## src/rtl/pc_pkg.sv

```systemverilog
// Shared types for the fetch-stage PC sequencer: next-PC mode encoding and FSM states.
package pc_pkg;

    localparam int unsigned PC_SEL_W = 3;

    // Next-PC mode; codes 6 and 7 are unassigned and fall back to sequential flow.
    typedef enum logic [PC_SEL_W-1:0] {
        PC_SEQ   = 3'd0,
        PC_BR_I  = 3'd1,
        PC_JMP_D = 3'd2,
        PC_REG_I = 3'd3,
        PC_SIIC  = 3'd4,
        PC_RTI   = 3'd5
    } pc_sel_t;

    // Sequencer FSM states.
    typedef enum logic [1:0] {
        RUN   = 2'd0,
        FLUSH = 2'd1,
        HALT  = 2'd2
    } pc_state_t;

endpackage

```

## src/rtl/pc_target_calc.sv

```systemverilog
// Combinational non-exception next-PC target: base/offset selection, sign extension and adder.
// Exception entry and RTI are resolved by the sequencer; here they fall back to pc+ILEN.
module pc_target_calc
    import pc_pkg::*;
#(
    parameter int unsigned W    = 16,
    parameter int unsigned IW   = 8,
    parameter int unsigned DW   = 11,
    parameter int unsigned ILEN = 2
) (
    input  logic [W-1:0]        pc,
    input  logic [PC_SEL_W-1:0] pc_sel,
    input  logic                br_taken,
    input  logic [IW-1:0]       imm_i,
    input  logic [DW-1:0]       imm_d,
    input  logic [W-1:0]        rs_val,
    output logic [W-1:0]        pc_plus,
    output logic [W-1:0]        target
);

    localparam logic [W-1:0] ILEN_W = W'(ILEN);

    logic [W-1:0] imm_i_ext_s;
    logic [W-1:0] imm_d_ext_s;
    logic [W-1:0] base_s;
    logic [W-1:0] offset_s;

    assign imm_i_ext_s = {{(W-IW){imm_i[IW-1]}}, imm_i};
    assign imm_d_ext_s = {{(W-DW){imm_d[DW-1]}}, imm_d};
    assign pc_plus     = pc + ILEN_W;

    // Select adder base and offset for the requested flow; wrap-around is intentional.
    always_comb begin
        base_s   = pc_plus;
        offset_s = {W{1'b0}};
        case (pc_sel)
            PC_BR_I: begin
                if (br_taken) begin
                    offset_s = imm_i_ext_s;
                end else begin
                    offset_s = {W{1'b0}};
                end
            end
            PC_JMP_D: offset_s = imm_d_ext_s;
            PC_REG_I: begin
                base_s   = rs_val;
                offset_s = imm_i_ext_s;
            end
            default: begin
                base_s   = pc_plus;
                offset_s = {W{1'b0}};
            end
        endcase
    end

    assign target = base_s + offset_s;

endmodule

```

## src/rtl/pc_sequencer.sv

```systemverilog
// Fetch-stage PC sequencer: owns PC and EPC, runs the RUN/FLUSH/HALT FSM,
// handles exception entry/return and flags nested exceptions as a sticky error.
module pc_sequencer
    import pc_pkg::*;
#(
    parameter int unsigned W          = 16,
    parameter int unsigned IW         = 8,
    parameter int unsigned DW         = 11,
    parameter int unsigned ILEN       = 2,
    parameter int unsigned RESET_PC   = 0,
    parameter int unsigned EXC_VECTOR = 2
) (
    input  logic                clk,
    input  logic                rst_n,
    input  logic                stall,
    input  logic [PC_SEL_W-1:0] pc_sel,
    input  logic                br_taken,
    input  logic [IW-1:0]       imm_i,
    input  logic [DW-1:0]       imm_d,
    input  logic [W-1:0]        rs_val,
    input  logic                halt,
    output logic [W-1:0]        pc,
    output logic [W-1:0]        pc_plus,
    output logic [W-1:0]        epc,
    output logic                fetch_valid,
    output logic                in_handler,
    output logic                halted,
    output logic                err
);

    localparam logic [W-1:0] RESET_PC_W   = W'(RESET_PC);
    localparam logic [W-1:0] EXC_VECTOR_W = W'(EXC_VECTOR);

    pc_state_t    state_r;
    logic [W-1:0] pc_r;
    logic [W-1:0] epc_r;
    logic         in_handler_r;
    logic         err_r;
    logic [W-1:0] pc_plus_s;
    logic [W-1:0] target_s;

    pc_target_calc #(
        .W    (W),
        .IW   (IW),
        .DW   (DW),
        .ILEN (ILEN)
    ) u_target (
        .pc       (pc_r),
        .pc_sel   (pc_sel),
        .br_taken (br_taken),
        .imm_i    (imm_i),
        .imm_d    (imm_d),
        .rs_val   (rs_val),
        .pc_plus  (pc_plus_s),
        .target   (target_s)
    );

    // Sequencer FSM: stall > halt > pc_sel in RUN; FLUSH is a single dead fetch slot; HALT is terminal.
    always_ff @(posedge clk or negedge rst_n) begin
        if (!rst_n) begin
            state_r      <= RUN;
            pc_r         <= RESET_PC_W;
            epc_r        <= {W{1'b0}};
            in_handler_r <= 1'b0;
            err_r        <= 1'b0;
        end else begin
            case (state_r)
                RUN: begin
                    if (stall) begin
                        state_r <= RUN;
                    end else if (halt) begin
                        state_r <= HALT;
                    end else begin
                        case (pc_sel)
                            PC_SIIC: begin
                                if (in_handler_r) begin
                                    err_r   <= 1'b1;
                                    state_r <= HALT;
                                end else begin
                                    epc_r        <= pc_plus_s;
                                    pc_r         <= EXC_VECTOR_W;
                                    in_handler_r <= 1'b1;
                                    state_r      <= FLUSH;
                                end
                            end
                            PC_RTI: begin
                                pc_r         <= epc_r;
                                in_handler_r <= 1'b0;
                            end
                            default: pc_r <= target_s;
                        endcase
                    end
                end
                FLUSH:   state_r <= RUN;
                HALT:    state_r <= HALT;
                default: state_r <= HALT;
            endcase
        end
    end

    assign pc          = pc_r;
    assign pc_plus     = pc_plus_s;
    assign epc         = epc_r;
    assign in_handler  = in_handler_r;
    assign err         = err_r;
    assign fetch_valid = (state_r == RUN);
    assign halted      = (state_r == HALT);

endmodule

```

## config.mk

```make
export PLATFORM = sky130hd
export DESIGN_NAME = pc_sequencer
export DESIGN_NICKNAME = d
export VERILOG_FILES = /design/src/rtl/pc_pkg.sv /design/src/rtl/pc_target_calc.sv /design/src/rtl/pc_sequencer.sv
export SDC_FILE = /design/constraint.sdc
export NUM_CORES = 1
export LEC_CHECK = 0
export BUFFER_PORTS_ARGS = -buffer_cell sky130_fd_sc_hd__buf_2
export CAP_MARGIN = 20
export CORE_UTILIZATION = 30
export DETAILED_ROUTE_END_ITERATION = 8
export HOLD_SLACK_MARGIN = 0.05
export PLACE_DENSITY_LB_ADDON = 0.12
export SYNTH_ARGS = -nofsm -noshare
export SYNTH_HDL_FRONTEND = slang
export SYNTH_SLANG_ARGS = --single-unit
```

## constraint.sdc

```tcl
create_clock -name clk -period 3.5 [get_ports clk]
set_input_delay 0.175 -clock clk [delete_from_list [all_inputs] [get_ports clk]]
set_output_delay 0.175 -clock clk [all_outputs]
set_load 0.005 [all_outputs]
```

---- Word level (Yosys, flattened, before mapping) ----
Cells that the tools add are included.
storage, ports and cells
  flip-flop bits (word level) ............. 36
operators by class
  $add $sub $neg .......................... 2
  equal/unequal tests ..................... 9
  muxes and demuxes ....................... 11
  bitwise logic cells ..................... 3
  reduce and logical (&&, ||, !) cells .... 6
operators by type and width
  operator                                       number
  two-way mux 16 bit                             3
  one-hot mux 16 bit (3 select lines)            1
  one-hot mux 16 bit (2 select lines)            1
  adder 16 bit                                   1
  adder 16 x 2 -> 16 bit, second input constant  1
  AND reduction 5 bit                            2
  two-way mux 2 bit                              4
  AND reduction 4 bit                            2
  == test 3 x 2 -> 1 bit, second input constant  2
  == test 3 bit, second input constant           2
  != test 4 x 3 -> 1 bit, second input constant  1
  one-hot mux 2 bit (2 select lines)             1
  == test 3 x 1 -> 1 bit, second input constant  1
  NOT 1 bit                                      3
  == test 2 x 1 -> 1 bit, second input constant  1
  == test 2 bit, second input constant           1
  zero test 2 bit                                1
  != test 2 bit, second input constant           1
  one-hot mux 1 bit (2 select lines)             1
  nonzero test 2 bit                             1

---- Longest topological paths before layout ----
Gate-level depths: netlist of the first run.
  depth after elaboration ................. 5
  mapped depth ............................ 15
  depth with buffers taken out ............ 14

---- Cells and area by module ----
Synthesis of the first run repeated with hierarchy kept, for this count alone.
unflattened totals
  cell total of the unflattened synthesis .. 307
  area total of the unflattened synthesis .. 3062.9 um^2
by module, submodules not included
  module          instances  cells an instance  area each (um^2)  seq. area each (um^2)
  pc_sequencer    1          138                1779.2            900.9
  pc_target_calc  1          169                1283.7            0.0

---- Least setup slack after synthesis of the first run ----
Ideal clock, no wire load.
  kind .................................... register to register
  start ................................... reg pc_r[1] (netlist: pc[1])
  end ..................................... reg pc_r[14] (netlist: pc[14])
  arrival time ............................ 2674 ps
  slack ................................... 700 ps
  cell stages (with the launch flop) ...... 13
  period minus slack after synthesis ...... 2800 ps
  cell sequence ........................... dfrtp_1 > ha_1 > nand4_2 > nor2_1 > nand3_1 > xor2_1 > a21oi_1 > ha_1 > a21o_1 > a21o_1 > a221oi_1 > xor2_1 > o22ai_1
between the ends
  longest elaborated chain between the ends .. 4
RTL lines
  item                                 line                  RTL
  start: declaration                   pc_sequencer.sv:35    logic [W-1:0] pc_r;
  start signal: assignment             pc_sequencer.sv:87    pc_r <= epc_r;
  start signal: assignment             pc_sequencer.sv:90    default: pc_r <= target_s;
  adder 16 x 2 -> 16 bit               pc_target_calc.sv:30  assign pc_plus = pc + ILEN_W;
  two-way mux 16 bit                   pc_target_calc.sv:36  case (pc_sel)
  adder 16 bit                         pc_target_calc.sv:56  assign target = base_s + offset_s;
  one-hot mux 16 bit (2 select lines)  pc_sequencer.sv:74    case (pc_sel)
Every way passes these cells.
A chain may end at the register's enable or synchronous reset.

---- Worst setup path in the final report of the first run ----
Same ends and word-level chain as after synthesis.

==> metrics.txt, run 1 <==
status=complete, no violations; Netlist cell types=between 50 and 60; hpwl dp=7.202 mm; number of synthesized flops with an enable pin=0; pwr/cell area=443.1 nW/um^2; Seq cells post-synth=36; hold violation total from the final report=0; syn nets=407; overall routed net length=8.940 mm; worst-skew pair later-pin latency=0.28 ns; sequential share of the synthesized area=31.86%; CTS tree=done; area post-placement=3460 sq um; number of core rows=35; vias per cell=between 5 and 6; final worst path period share=92.92%; DRC=0; fmax=0.3075 GHz; PortBufs=94; Hold Slack=between 0.15 and 0.2 ns; area grow syn2layout=26.19%; Max Slew Vio Count=0; vias=~2800; RD Place Congestion=0.8423; relative max-transition margin=between 40 and 50%; Initial Util=a little under a third; Final min period=about 3.3 ns; # IOs=between 90 and 100; drt first-iter violations=114; First-pass DRT Iterations=4; vias in the first global route=approximately 2700; Synth Cell Area=2828 sq um; multi-input logic area=roughly 1800 sq um; VDD IR max=138.7 uV; Finished Cell Area=about 3600 sq um; Root Driver=clkbuf_8; htree depth=2; antenna-violating nets left=0; final setup skew=around 0.0067 ns; Register Area=902.1 sq um; leakage dissipation=roughly 0.0018 uW; Hold Path Class=in2reg; die height=99.09 um; pre-CTS setup slack=0.1852 ns; Setup TNS Final=0 ns; Crit Path Class=reg2reg; first-pass GRT wire length=14.25 mm; RSZ-0062 raised after global routing=no; CTS sink cnt=36; Slew @ Worst Pin=0.8229 ns; Crit. End Element=register; Async SR Flop Fraction=100.0%; Clock Path Buffers=2; dominant synthesized flop cell=dfrtp_1; fin util=about two fifths; # diodes=0; Clock transition at path regs=0.07 ns; Core ar.=a little over 9000 sq um; final net count=507; Worst setup SP type=register; Avg Cell Area, Syn=~8.1 sq um; largest net degree at the start of global routing=37; WP data required=3.67 ns; Final Setup Violations=0; max-cap viol count=0; routed len/inst=about 16 um; Critical Path AT=3.42 ns; Synth Warn #=0; Cells after Synth=347; Die W=99.09 um; Final WS setup=0.2477 ns; Global Route Usage Sum=between 10% and 20%; cts bufs inserted=5; ratio of cells with drive above 1 in the final layout=between 20% and 30%; Overflow after GRT=0; CP Max Fanout=7; initial antenna violation count=0; die area=~9800 sq um; fillers=953
## path summary, 6_finish.rpt
check / from / endpoint / slack [ns] / depth (start not counted)
min: halt / state_r[1]$_DFFE_PN0P_ / 0.18 / 3
max: pc[1]$_DFFE_PN0P_ / pc[14]$_DFFE_PN0P_ / 0.25 / 12
min in group asynchronous: rst_n / epc[10]$_DFFE_PN0P_ / 0.53 / 2
min reg2reg: err$_DFFE_PN0P_ / err$_DFFE_PN0P_ / 0.45 / 1
max in group asynchronous: rst_n / pc[1]$_DFFE_PN0P_ / 2.41 / 2
max reg2reg: pc[1]$_DFFE_PN0P_ / pc[14]$_DFFE_PN0P_ / 0.25 / 12
## placed cells by master, fill, tap and decap left out, types with 5 or more instances in the layout
cell type   n
ha_1       16
o21ai_0    33
xnor2_1    10
a21o_1      5
nor2b_1     5
nor2_1     27
nand2_1    52
clkbuf_8    6
dfrtp_1    35
buf_4      14
a22o_1      7
buf_2      94
a31oi_1     7
a21oi_1    30
xor2_1     15
inv_1      19
## cell usage after synthesis, types with 2 or more instances
| cell type | count | share of area (%) |
|---|---|---|
| xnor2_1 | 10 | 3.1 |
| a21o_1 | 5 | 1.3 |
| inv_1 | 19 | 2.5 |
| and3_1 | 2 | 0.44 |
| nand4_1 | 3 | 0.66 |
| a22o_1 | 7 | 2.2 |
| o211ai_1 | 2 | 0.53 |
| nor2_1 | 27 | 3.6 |
| mux2i_1 | 2 | 0.71 |
| nor4_1 | 2 | 0.44 |
| o21ai_1 | 4 | 0.71 |
| ha_1 | 16 | 7.1 |
| nand3_1 | 4 | 0.71 |
| o22ai_1 | 2 | 0.44 |
| a211oi_1 | 2 | 0.53 |
| a22oi_1 | 4 | 1.1 |
| nand4_2 | 2 | 0.88 |
| and4_1 | 3 | 0.93 |
| nand2_1 | 52 | 6.9 |
| dfrtp_1 | 36 | 32 |
| buf_4 | 3 | 0.80 |
| o21bai_1 | 2 | 0.53 |
| o21a_1 | 2 | 0.53 |
| and2_1 | 3 | 0.66 |
| xor2_1 | 16 | 5.0 |
| a21oi_1 | 30 | 5.3 |
| nand2b_1 | 4 | 0.88 |
| nor3_1 | 3 | 0.53 |
| a31oi_1 | 7 | 1.5 |
| nor2b_1 | 5 | 1.1 |
| mux2_2 | 4 | 1.6 |
| o21ai_0 | 33 | 5.8 |
| clkbuf_1 | 11 | 1.5 |
## power by group
group | switching (uW) | internal [uW]
clock network | 144 | 161
registers | 98.1 | 470
logic | 378 | 331
total | 620 | 961
## stage by stage
step	cells	power, uW
2_1_floorplan	347	972.3
3_3_place_gp	550	1283
3_5_place_dp	550	1282
4_1_cts	559	1594
5_1_grt	559	1708
6_report	559	1581
## cell families (layout without fill, tap and decap cells)
family          Yosys count  after routing  share of synthesized area [%]
buf+inv                  35            136                          5.442
mux                       6              6                          2.301
xor+xnor                 26             26                          8.053
simple gates            119            119                          21.02
flops                    36             36                          31.86
fa+ha+maj                17             17                          7.788
compound gates          108            108                          23.54
## worst max-delay path, cell delays in order, from the launching register on
cell and delay [ns]:
dfrtp_2 0.46, ha_1 0.27, nand4_2 0.21, nor2_1 0.23, nand3_1 0.16, xor2_2 0.20
a21oi_1 0.17, ha_1 0.32, a21o_1 0.22, a21o_1 0.17, a221oi_1 0.37, xor2_1 0.23
o22ai_1 0.11
## what timing repair did
| item | 4_1_cts | 5_1_grt |
|---|---|---|
| endpoints found under the setup margin | 0 | 3 |
| hold buffers | 1 | 0 |
| buffers inserted | 0 | 0 |
| gates resized for setup | 0 | 2 |
| hold endpoints to repair | 36 | 0 |
## layer usage
metal | track usage (%) | routed length [um] | up-vias | share of wire (%)
met5 | 0 | 0 | - | 0
met4 | 4.072 | 98 | 0 | 1.1
met3 | 1.844 | 405 | 7 | 4.5
met2 | 29.80 | 4056 | 79 | 45
met1 | 27.34 | 4379 | 1326 | 49
li1 | - | - | 1433 | -
## state kept, by name, indices dropped and copies added (netlist names)
| name | flops |
|---|---|
| err | 1 |
| epc | 16 |
| state_r | 2 |
| pc | 16 |
| in_handler | 1 |
## layout make-up
class / instances / share of cell area, %
Multi-Input combinational cell: 276 / 49.89
Clock buffer: 8 / 2.525
Inverter: 19 / 1.999
Sequential cell: 36 / 25.28
Tap cell: 111 / 3.892
Timing Repair Buffer: 109 / 16.41
No activity file was read; power rests on OpenSTA's default activity.
==> run 2: changes to the inputs <==
Settings changed: CORE_MARGIN from default to 2.
==> run 2 against run 1 <==
- critical endpoint unchanged
- sequential share of layout area barely moved
- clock power fell by 7.9%
- clock-buffer cell count fell by 2
- critical path depth fell by 1
- maximum frequency fell by 0.87%
- register-to-register slack got worse by 0.03 ns
- setup slack got worse by 0.029 ns
- cell count did not move
==> metrics.txt, run 2 (synthesis results as in run 1) <==
Slowest-stage cell, CP=dfrtp_2 (unchanged); critical path's most frequent cell=ha_1; Overflow after GRT=0 (unchanged); Final Setup Violations=0 (unchanged); PortBufs=94 (unchanged); largest net degree at the start of global routing=37 (unchanged); Crit Path Class=reg2reg (unchanged); pre-CTS setup slack=0.1205 ns (was 0.1852 ns); Crit. Startpoint=pc[1]$_DFFE_PN0P_ (unchanged); Worst R2R Start=pc[1]$_DFFE_PN0P_ (unchanged); # IOs=95 (unchanged); end point of the worst hold path=state_r[1]$_DFFE_PN0P_ (unchanged); # diodes=0 (unchanged); Clock Path Buffers=2 (unchanged); htree depth=2 (unchanged); fillers=1004 (was 953); most frequent cells in the layout=94 x buf_2, 52 x nand2_1, 35 x dfrtp_1, 33 x o21ai_0, 30 x a21oi_1 (unchanged); Hold Path Class=in2reg (unchanged); overall routed net length=8.985 mm (was 8.940 mm); max-cap viol count=0 (unchanged); worst hold start=halt (unchanged); vias in the first global route=2608 (was 2656); die height=101.1 um (was 99.09 um); RD Place Congestion=0.8225 (was 0.8423); hold violation total from the final report=0 (unchanged); Seq pwr share=35.9% (about the same); status=complete, no violations (unchanged); Worst setup SP type=register (unchanged); initial antenna violation count=0 (unchanged); vias per cell=4.952 (was 5.089); die area=10220 sq um (was 9818 sq um); CP delay by family, top=compound AO/OA/AOI/OAI gates (unchanged); Final min period=3.281 ns (was 3.252 ns); cts bufs inserted=5 (unchanged); Post-CTS Setup Bufs=0 (unchanged); crit path buf inv count=0 (unchanged); number of core rows=35 (unchanged); Slew @ Worst Pin=0.8301 ns (was 0.8229 ns); worst-path cell chain=ha_1 > nand4_2 > nor2_1 > xnor2_1 > a21oi_1 > ha_1 > and3_1 > a31o_2 > a221oi_2 > xor2_1 > o22ai_1 (was ha_1 > nand4_2 > nor2_1 > nand3_1 > xor2_2 > a21oi_1 > ha_1 > a21o_1 > a21o_1 > a221oi_1 > xor2_1 > o22ai_1); CP Max Fanout=7 (unchanged); VDD IR max=133.5 uV (was 138.7 uV); vias=2768 (was 2845); WP data required=3.66 ns (was 3.67 ns); Internal Power=939.9 uW (was 961.0 uW); Net Sw Frac=39.94% (was 39.22%); leakage dissipation=0.001846 uW (was 0.001844 uW); Final WS setup=0.2190 ns (was 0.2477 ns); Crit. End Element=register (unchanged); worst-skew pair later-pin latency=0.29 ns (was 0.28 ns); Worst path max stage delay=0.44 ns (was 0.46 ns); reg2reg path depth=11 (was 12); final setup skew=0.005846 ns (was 0.006738 ns); combinational power share=46.1% (was 44.8%); net load switching power=624.9 uW (was 620.2 uW); R2R Setup Slk=0.22 ns (was 0.25 ns); Hold Crit Depth=3 (unchanged); Clock transition at path regs=0.07 ns (about the same); Root Driver=clkbuf_8 (unchanged); most common cell after layout, fill and taps aside=buf_2 (unchanged); first-pass GRT wire length=14.06 mm (was 14.25 mm); Critical Path AT=3.44 ns (was 3.42 ns); area grow syn2layout=26.24% (was 26.19%); final worst path period share=93.74% (was 92.92%); routed len/inst=16.07 um (was 15.99 um); CTS tree=done (unchanged); Die W=101.1 um (was 99.09 um); Global Route Usage Sum=17.70% (was 18.69%); Setup TNS Final=0 ns (unchanged); Max Slew Vio Count=0 (unchanged); fmax=0.3048 GHz (was 0.3075 GHz); DRC=0 (unchanged); Initial Util=30.75% (unchanged); Critical Path Stages=11 (was 12); relative max-transition margin=44.15% (was 45.14%); pwr/cell area=438.4 nW/um^2 (was 443.1 nW/um^2); First-pass DRT Iterations=4 (unchanged); R2R Path End=pc[14]$_DFFE_PN0P_ (unchanged); antenna-violating nets left=0 (unchanged); hpwl dp=7.170 mm (was 7.202 mm); clock power share=17.9% (was 19.3%); final net count=508 (was 507); CTS sink cnt=36 (unchanged); drt first-iter violations=130 (was 114); Core ar.=9196 sq um (unchanged); RSZ-0062 raised after global routing=no (unchanged); ratio of cells with drive above 1 in the final layout=29.69% (was 29.24%)
run 2: changes by cell type in the layout (fill, tap and decap cells not counted), sizes merged:
| cell | before | now |
|---|---|---|
| clkbuf | 8 | 6 |
| clkinv | 0 | 1 |
| buf | 108 | 109 |
run 2: worst reg2reg max path, stage by stage (launching register included):
cell      delay [ns]
dfrtp_2         0.44
ha_1            0.27
nand4_2         0.21
nor2_1          0.21
xnor2_1         0.25
a21oi_1         0.14
ha_1            0.39
and3_1          0.26
a31o_2          0.29
a221oi_2        0.26
xor2_1          0.30
o22ai_1         0.14
run 2: through the flow:
step / hold WS (ns) / power (uW) / cell area, sq um / cells / utilization (%)
floorplan: -0.1206 / 972.3 / 2828 / 347 / -
detailed placement: 0.3298 / 1288 / 3467 / 551 / 37.70
CTS: 0.1680 / 1571 / 3555 / 559 / 38.65
finish: 0.1684 / 1565 / 3570 / 559 / 38.82
global route: 0.2294 / 1687 / 3570 / 559 / 38.82
global placement: 0.3380 / 1285 / 3467 / 551 / 37.70
run 2: power by group through the flow:
stage | Clock [uW] | Sequential [uW] | Combinational, uW
2_1_floorplan | 0 | 553 | 419
3_3_place_gp | 0 | 568 | 717
3_5_place_dp | 0 | 569 | 719
4_1_cts | 286 | 561 | 723
5_1_grt | 305 | 574 | 808
6_report | 281 | 562 | 722
run 2: area by class of cell:
| type | count | area, sq um | area share, % |
|---|---|---|---|
| Inverter | 19 | 71.32 | 1.998 |
| Timing Repair Buffer | 110 | 593.1 | 16.61 |
| Clock buffer | 6 | 72.57 | 2.033 |
| Clock inverter | 1 | 5.005 | 0.1402 |
| Tap cell | 111 | 138.9 | 3.891 |
| Multi-Input combinational cell | 276 | 1787 | 50.05 |
| Sequential cell | 36 | 902.1 | 25.27 |
run 2: how the worst max path moves through the flow:
stage,endpoint
floorplan,pc[14]$_DFFE_PN0P_
global placement,pc[14]$_DFFE_PN0P_
detailed placement,pc[14]$_DFFE_PN0P_
CTS,pc[14]$_DFFE_PN0P_
global route,pc[15]$_DFFE_PN0P_
finish,pc[14]$_DFFE_PN0P_
run 2: routing by layer:
layer / wire length (um) / track usage (%) / up-vias
li1: - / - / 1424
met3: 275 / 1.387 / 7
met4: 94 / 4.366 / 0
met5: 0 / 0 / -
met1: 4537 / 26.23 / 1270
met2: 4078 / 27.81 / 67
run 2: repair_timing:
| item | 4_1_cts | 5_1_grt |
|---|---|---|
| resized for setup | 0 | 3 |
| endpoints found under the setup margin | 0 | 1 |
| hold buffers | 1 | 0 |
| hold endpoints to repair | 36 | 0 |
==> run 3: changes to the inputs <==
Settings changed: PLACE_DENSITY_LB_ADDON 0.12 to 0.3.
==> run 3 against run 2 <==
- register-to-register slack gained 0.03 ns
- global-route usage decreased by 0.17 points
- cell area down 0.63%
- maximum frequency is 0.79% higher
- first-iteration DRC count rose by 7.7%
- critical endpoint unchanged
- largest cell class unchanged
==> metrics.txt, run 3 (synthesis results as in run 1) <==
Hold Path Class=in2reg (unchanged); RD Place Congestion=0.9187 (was 0.8225); Final min period=3.255 ns (was 3.281 ns); fmax=0.3072 GHz (was 0.3048 GHz); CP delay by family, top=compound AO/OA/AOI/OAI gates (unchanged); Critical Path AT=3.43 ns (was 3.44 ns); Finished Cell Area=3547 sq um (was 3570 sq um); first-pass GRT wire length=13.87 mm (was 14.06 mm); CTS tree=done (unchanged); Worst setup SP type=register (unchanged); most common cell after layout, fill and taps aside=buf_2 (unchanged); Crit. Startpoint=pc[1]$_DFFE_PN0P_ (unchanged); Post-CTS Setup Bufs=0 (unchanged); drt first-iter violations=140 (was 130); htree depth=2 (unchanged); vias in the first global route=2665 (was 2608); final worst path period share=93.01% (was 93.74%); critical path's most frequent cell=a21o_1 (was ha_1); Slowest-stage cell, CP=dfrtp_2 (unchanged); Setup TNS Final=0 ns (unchanged); Max Slew Vio Count=0 (unchanged); hold violation total from the final report=0 (unchanged); total power=1555 uW (was 1565 uW); relative max-transition margin=38.35% (was 44.15%); number of core rows=35 (unchanged); Root Driver=clkbuf_8 (unchanged); First-pass DRT Iterations=4 (unchanged); vias per cell=5.122 (was 4.952); Critical Path Stages=12 (was 11); VDD IR max=128.8 uV (was 133.5 uV); overall routed net length=8.740 mm (was 8.985 mm); max-cap viol count=0 (unchanged); area post-placement=3441 sq um (was 3467 sq um); Overflow after GRT=0 (unchanged); leakage dissipation=0.001827 uW (was 0.001846 uW); most frequent cells in the layout=94 x buf_2, 52 x nand2_1, 35 x dfrtp_1, 33 x o21ai_0, 30 x a21oi_1 (unchanged); final net count=504 (was 508); routed len/inst=15.72 um (was 16.07 um); status=complete, no violations (unchanged); CTS sink cnt=36 (unchanged); antenna-violating nets left=0 (unchanged); Critical Path End=pc[14]$_DFFE_PN0P_ (unchanged); vias=2848 (was 2768); R2R Setup Slk=0.24 ns (was 0.22 ns); Clock transition at path regs=0.08 ns (was 0.07 ns); Initial Util=30.75% (unchanged); area grow syn2layout=25.44% (was 26.24%); fillers=991 (was 1004); ratio of cells with drive above 1 in the final layout=29.21% (was 29.69%); # diodes=0 (unchanged); die height=101.1 um (unchanged); Crit. End Element=register (unchanged); pwr/cell area=438.5 nW/um^2 (was 438.4 nW/um^2); DRC=0 (unchanged); worst-skew pair later-pin latency=0.29 ns (about the same); Die W=101.1 um (unchanged); final setup skew=0.01405 ns (was 0.005846 ns); Worst path max stage delay=0.44 ns (about the same); CP Max Fanout=7 (unchanged); Core ar.=9196 sq um (unchanged); Clock Path Buffers=2 (unchanged); largest net degree at the start of global routing=37 (unchanged); cts bufs inserted=5 (unchanged); crit path buf inv count=0 (unchanged); hpwl dp=7.017 mm (was 7.170 mm); reg2reg path depth=12 (was 11); Global Route Usage Sum=17.54% (was 17.70%); Slew @ Worst Pin=0.9246 ns (was 0.8301 ns); die area=10220 sq um (unchanged); R2R Path End=pc[14]$_DFFE_PN0P_ (unchanged); WP data required=3.68 ns (was 3.66 ns); Worst R2R Start=pc[1]$_DFFE_PN0P_ (unchanged); PortBufs=94 (unchanged); worst-path cell chain=ha_2 > nand4_2 > nor2_1 > nand3_1 > xor2_2 > a21oi_1 > ha_1 > a21o_1 > a21o_1 > a221oi_1 > xor2_1 > o22ai_1 (was ha_1 > nand4_2 > nor2_1 > xnor2_1 > a21oi_1 > ha_1 > and3_1 > a31o_2 > a221oi_2 > xor2_1 > o22ai_1); initial antenna violation count=0 (unchanged); Crit Path Class=reg2reg (unchanged); # IOs=95 (unchanged); RSZ-0062 raised after global routing=no (unchanged); Final Setup Violations=0 (unchanged)
run 3: changes by cell type in the layout (fill, tap and decap cells not counted), sizes merged:
| cell | before | now |
|---|---|---|
| buf | 109 | 105 |
| clkbuf | 6 | 7 |
run 3: area by class of cell:
| class | instances | area, sq um | area share, % |
|---|---|---|---|
| multi-input cells | 276 | 1787 | 50.37 |
| flip-flops and latches | 36 | 902.1 | 25.43 |
| repair buffers | 106 | 563.0 | 15.87 |
| well taps | 111 | 138.9 | 3.915 |
| clock buffers | 7 | 76.32 | 2.152 |
| inverters | 19 | 71.32 | 2.011 |
| clock inverters | 1 | 8.758 | 0.2469 |
run 3: per-layer routing:
metal	vias to the layer above	GRT usage (%)	part of all wire, %
met1	1316	25.13	48
met5	-	0	0
met3	17	2.705	6.5
li1	1419	-	-
met4	0	6.861	2.6
met2	96	26.39	43
run 3: repair_timing:
action | in CTS | in global routing
setup endpoints to repair | 0 | 2
hold buffers | 1 | 0
endpoints found under the hold margin | 36 | 0
resized for setup | 0 | 3
run 3: worst register-to-register path, cell delays in order (launching register included):
cell and delay (ns):
dfrtp_2 0.44, ha_2 0.25, nand4_2 0.22, nor2_1 0.23
nand3_1 0.15, xor2_2 0.27, a21oi_1 0.11, ha_1 0.37
a21o_1 0.23, a21o_1 0.18, a221oi_1 0.35, xor2_1 0.23
o22ai_1 0.11
run 3: how the worst min path moves through the flow:
stage,startpoint,end,slack [ns],cells after the start
5_1_grt,halt,state_r[1]$_DFFE_PN0P_,0.20,3
4_1_cts,halt,state_r[1]$_DFFE_PN0P_,0.17,3
3_5_place_dp,rst_n,pc[1]$_DFFE_PN0P_,0.32,1
6_report,halt,state_r[1]$_DFFE_PN0P_,0.18,3
3_3_place_gp,rst_n,epc[1]$_DFFE_PN0P_,0.32,1
2_1_floorplan,rst_n,epc[0]$_DFFE_PN0P_,-0.12,0
run 3: where the power goes:
group | total, uW | internal, uW | switching (uW)
clock network | 291 | 142 | 149
logic | 700 | 324 | 377
registers | 564 | 470 | 94.5
total | 1560 | 935 | 620
run 3: stage by stage:
step                std cells  worst slack [ns]  hold slack (ns)  util (%)
floorplan                 347            0.7004          -0.1206         -
global placement          547            0.1130           0.3204     37.42
detailed placement        547           0.08107           0.3179     37.42
CTS                       556           0.06122           0.1735     38.45
global route              556           0.03141           0.1974     38.57
finish                    556            0.2446           0.1759     38.57
